**config.mk**
```make
export PLATFORM = sky130hd
export DESIGN_NAME = control_fsm
export DESIGN_NICKNAME = d
export VERILOG_FILES = /design/src/rtl/control_fsm.sv
export SDC_FILE = /design/constraint.sdc
export NUM_CORES = 1
export LEC_CHECK = 0
export CAP_MARGIN = 15
export CORE_MARGIN = 5
export CORE_UTILIZATION = 40
export DETAILED_ROUTE_END_ITERATION = 16
export PLACE_DENSITY = 0.74
export SLEW_MARGIN = 20
export SYNTH_ARGS = -nofsm -noshare
export SYNTH_HDL_FRONTEND = slang
export SYNTH_SLANG_ARGS = --single-unit
```
**constraint.sdc**
```tcl
create_clock -name clk -period 3.3 [get_ports clk]
set_input_delay 0.495 -clock clk [delete_from_list [all_inputs] [get_ports clk]]
set_output_delay 0.495 -clock clk [all_outputs]
set_load 0.01 [all_outputs]
```
**src/rtl/control_fsm.sv**
```systemverilog
// control_fsm: multi-cycle Moore controller for a MIPS-style datapath.
// Inputs : clk, reset (async, active-low), OpCode[5:0] (instr bits 31:26),
//          mem_ready (memory access complete)
// Outputs: RegDst, AluSrc, MemtoReg, RegWrite, MemRead, MemWrite, Branch,
//          NotBranch, jump, ALUOp[1:0], IRWrite, PCWrite, state[3:0],
//          illegal_op (sticky), instr_count[15:0] (retired instructions)
module control_fsm (
    input  logic        clk,
    input  logic        reset,
    input  logic [5:0]  OpCode,
    input  logic        mem_ready,
    output logic        RegDst,
    output logic        AluSrc,
    output logic        MemtoReg,
    output logic        RegWrite,
    output logic        MemRead,
    output logic        MemWrite,
    output logic        Branch,
    output logic        NotBranch,
    output logic        jump,
    output logic [1:0]  ALUOp,
    output logic        IRWrite,
    output logic        PCWrite,
    output logic [3:0]  state,
    output logic        illegal_op,
    output logic [15:0] instr_count
);
    typedef enum logic [3:0] {
        IDLE, FETCH, DECODE, MEMADR, MEMRD, MEMWB, MEMWR,
        REXEC, RWB, BEQ, BNE, JUMP, IEXEC, IWB, ILLEGAL
    } state_t;

    localparam logic [5:0] OP_R = 6'b000000, OP_LW = 6'b100011, OP_SW = 6'b101011,
                           OP_BEQ = 6'b000100, OP_BNE = 6'b000101,
                           OP_J = 6'b000010, OP_ADDI = 6'b001000;

    state_t      cur, nxt;
    logic [15:0] count_q;
    logic        retire;

    always_ff @(posedge clk or negedge reset) begin
        if (!reset) begin
            cur        <= IDLE;
            illegal_op <= 1'b0;
            count_q    <= 16'd0;
        end else begin
            cur <= nxt;
            if (nxt == ILLEGAL)
                illegal_op <= 1'b1;
            if (retire)
                count_q <= count_q + 16'd1;
        end
    end

    // Memory states leave only when the access completes; ILLEGAL never retires.
    assign retire = (cur == MEMWB) || (cur == RWB) || (cur == IWB) || (cur == BEQ) ||
                    (cur == BNE) || (cur == JUMP) || (cur == MEMWR && mem_ready);

    always_comb begin
        nxt = cur;
        case (cur)
            IDLE:    nxt = FETCH;
            FETCH:   nxt = mem_ready ? DECODE : FETCH;
            DECODE:  nxt = (OpCode == OP_R)                       ? REXEC  :
                           (OpCode == OP_LW || OpCode == OP_SW)   ? MEMADR :
                           (OpCode == OP_BEQ)                     ? BEQ    :
                           (OpCode == OP_BNE)                     ? BNE    :
                           (OpCode == OP_J)                       ? JUMP   :
                           (OpCode == OP_ADDI)                    ? IEXEC  : ILLEGAL;
            MEMADR:  nxt = (OpCode == OP_LW) ? MEMRD : MEMWR;
            MEMRD:   nxt = mem_ready ? MEMWB : MEMRD;
            MEMWR:   nxt = mem_ready ? FETCH : MEMWR;
            REXEC:   nxt = RWB;
            IEXEC:   nxt = IWB;
            default: nxt = FETCH;
        endcase
    end

    always_comb begin
        RegDst    = 1'b0;
        AluSrc    = 1'b0;
        MemtoReg  = 1'b0;
        RegWrite  = 1'b0;
        MemRead   = 1'b0;
        MemWrite  = 1'b0;
        Branch    = 1'b0;
        NotBranch = 1'b0;
        jump      = 1'b0;
        ALUOp     = 2'b00;
        IRWrite   = 1'b0;
        PCWrite   = 1'b0;
        case (cur)
            FETCH: begin
                MemRead = 1'b1;
                IRWrite = mem_ready;
                PCWrite = mem_ready;
            end
            MEMADR, IEXEC: AluSrc = 1'b1;
            MEMRD: begin
                AluSrc  = 1'b1;
                MemRead = 1'b1;
            end
            MEMWB: begin
                MemtoReg = 1'b1;
                RegWrite = 1'b1;
            end
            MEMWR: begin
                AluSrc   = 1'b1;
                MemWrite = 1'b1;
            end
            REXEC: begin
                RegDst = 1'b1;
                ALUOp  = 2'b10;
            end
            RWB: begin
                RegDst   = 1'b1;
                ALUOp    = 2'b10;
                RegWrite = 1'b1;
            end
            IWB: begin
                AluSrc   = 1'b1;
                RegWrite = 1'b1;
            end
            BEQ: begin
                Branch = 1'b1;
                ALUOp  = 2'b01;
            end
            BNE: begin
                NotBranch = 1'b1;
                ALUOp     = 2'b01;
            end
            JUMP:    jump = 1'b1;
            default: ;
        endcase
    end

    assign state       = cur;
    assign instr_count = count_q;
endmodule

```
==> impl_results.md <==
* Status: finished clean
* Clk_lat worst skew at 0.30 ns
* Initial DRC Count at 106
* 1st-pass router iterations at 4
* EDFF count, synth at 0
* Unrepaired setup endpoints after global routing: false
* Final WL at 2.99 mm
* Post-CTS setup buffer count at 0
* Core Util, Final at 0.572
* Clock Power Share at 0.090
* Worst slew pin tran at 0.914 ns
* Syn nets at 146
* Ant diodes at 0
* Ratio of cells with drive above 1 in the final layout at 0.0568
* FILL cells at 315
* Die Width at 66.7 um
* Pint at 0.773 mW
* Hold buffer count at cts at 0
* Pleak at 0.682 nW
* CTS tree: done
* Leading area contributor after synthesis: dfrtp_1
* DRC at 0
* MaxCap Viol Count at 0
* Die H at 66.7 um
* Final WS setup at 0.697 ns
* Placement Rows at 20
* Final net count at 187
* Power Density at 748 nW/um2
* Yosys top cell area share at 0.409
* VDD IR max at 385 uV
* Starting Density at 0.417
* Routed Antenna Nets at 0
* Worst Hold Class: register to register
* Via count at 1177
* DR vias/cell at 5.35
* Syn Area/Cell at 9.44 um2
* FFs w/ async S/R, synth at 1.00
* Commonest non-fill, non-tap cell in the layout: clkdlybuf4s50_1
* Dpl cell area at 1730 um2
* Final Max Slew Viols at 0
* Post-Syn Instances at 136
* Comb pwr share at 0.537
* Dpl hpwl at 2.27 mm
* Worst Path Required at 2.80 ns
* # IOs at 43
* Area added between synthesis and finish at 37.0%
* Sequential share of the synthesized area at 0.409
* HP Start: illegal_op
* Post-synth top flop: dfrtp_1
* Critical path launch point type: register
* Ys Warns at 0
* Synth Cell Area at 1280 um2
* Period utilisation layout at 0.789
* Arrival time worst endpoint at 2.11 ns
* Drt wl/cell at 13.6 um
* PnR Total Power at 1.32 mW
* Seq pwr share at 0.373
* Design area at 1760 um2
* Final period demand of the worst path at 2.60 ns
* Largest net degree at the start of global routing at 22
* Clk_skew at 0.00623 ns
* Post-CTS sizing at 0
* Switching Fraction at 0.413
* R2R Path Start: state[0]
* Endpoints failing hold at 0
* Most frequent cells in the layout: clkdlybuf4s50_1 (42), dfrtp_1 (21), nor2_1 (11)
* GRT overflow at 0
* # clock sinks at 21
* IO Port Bufs at 42
* Multi-input logic area at 717 um2
* Final setup fails at 0
* Area contributors post-synth: dfrtp_1 (41%), xnor2_1 (6.8%), xor2_1 (4.8%), nand4_1 (3.4%), nor2_1 (3.2%)
* Relative slew slack at 0.389
* Register Area at 526 um2
* Initial antenna violation count at 0
* Crit Path Max Fanout at 16
* Setup crit end kind: output pin
* CP startpoint: state[2]
* Root buf cell: clkbuf_4
* Clk buf depth at 2
* H-tree levels at 1
* Setup_tns at 0 ns
* Psw at 0.543 mW
* Clk slew on worst S/H paths at 0.10 ns
* First-pass GRT wire length at 5.02 mm
* Die area at 4440 um2
* Synth cell types at 43
* Core area at 3080 um2
* Final RePlAce weighted congestion at 0.861
* Number of CTS-inserted buffers at 3
* Critical path class: register to output pin
* Total GRT Usage at 0.141
* Vias in the first global route at 1152
* Achievable Freq at 384 MHz
* Dpl ws at 0.849 ns
* Synthesized flop and latch total at 21
synth_stat cells, types with 2 or more instances:
cell type and count:
o21ai_0 3, a21oi_1 8, nor2_1 11, nand4_1 7, nand2_1 5, and3_1 2, nand3b_1 2, clkbuf_1 5
nand3_1 5, and4_1 2, o31ai_1 3, nor4_1 2, dfrtp_1 21, xor2_1 7, xnor2_1 10, nor3_1 5
nand2b_1 6, nor2b_1 4, inv_1 4
metal layers:
layer	vias up	share of wire	track usage
li1	580	-	-
met4	0	0.0097	0.0431
met3	2	0.062	0.0185
met2	39	0.46	0.239
met1	556	0.47	0.185
met5	-	0	0
power groups by stage:
stage	clock network [mW]	registers, mW	logic (mW)
4_1_cts	0.127	0.490	0.717
2_1_floorplan	0	0.459	0.407
6_report	0.119	0.491	0.707
5_1_grt	0.134	0.514	0.765
3_3_place_gp	0	0.490	0.703
3_5_place_dp	0	0.494	0.716
metrics by stage:
step / cells / hold slack, ns
CTS: 220 / 0.489
global placement: 216 / 0.461
global route: 220 / 0.525
finish: 220 / 0.485
floorplan: 136 / 0.199
detailed placement: 216 / 0.466
cell type report:
type / count / area share
tap: 44 / 0.0313
inverter: 4 / 0.00853
clock buffer: 4 / 0.0149
sequential: 21 / 0.299
timing repair buffer: 42 / 0.239
multi-input combinational: 105 / 0.408
state kept, by name (all words and copies together), names as in the netlist:
register,flops
instr_count,16
state,4
illegal_op,1
critical path, stage by stage, from the launching register on:
cell,delay [ns]
dfrtp_1,0.55
nand2b_1,0.38
nor2_1,0.16
a21oi_1,0.05
nor2_1,0.12
clkdlybuf4s50_1,0.55
cell families (layout without fill, tap and decap cells):
kind of cell | count (synthesis) | after routing | share of synthesized area
multiplexers | 1 | 1 | 0.00877
AO/OA/AOI/OAI | 29 | 29 | 0.170
flip-flops | 21 | 21 | 0.409
AND/OR/NAND/NOR | 57 | 57 | 0.254
buffers and inverters | 10 | 50 | 0.0322
adder cells (fa/ha/maj) | 1 | 1 | 0.00975
XOR/XNOR | 17 | 17 | 0.116
path summary, 6_finish.rpt:
check / endpoint / slack, ns / depth (start not counted)
min in group asynchronous: instr_count[9] / 0.70 / 1
setup / recovery: RegWrite / 0.70 / 5
hold / removal: illegal_op / 0.48 / 1
hold reg to reg: illegal_op / 0.48 / 1
max in group asynchronous: state[0] / 2.04 / 1
setup reg to reg: instr_count[1] / 1.41 / 4
(Power assumes the default switching activity.)
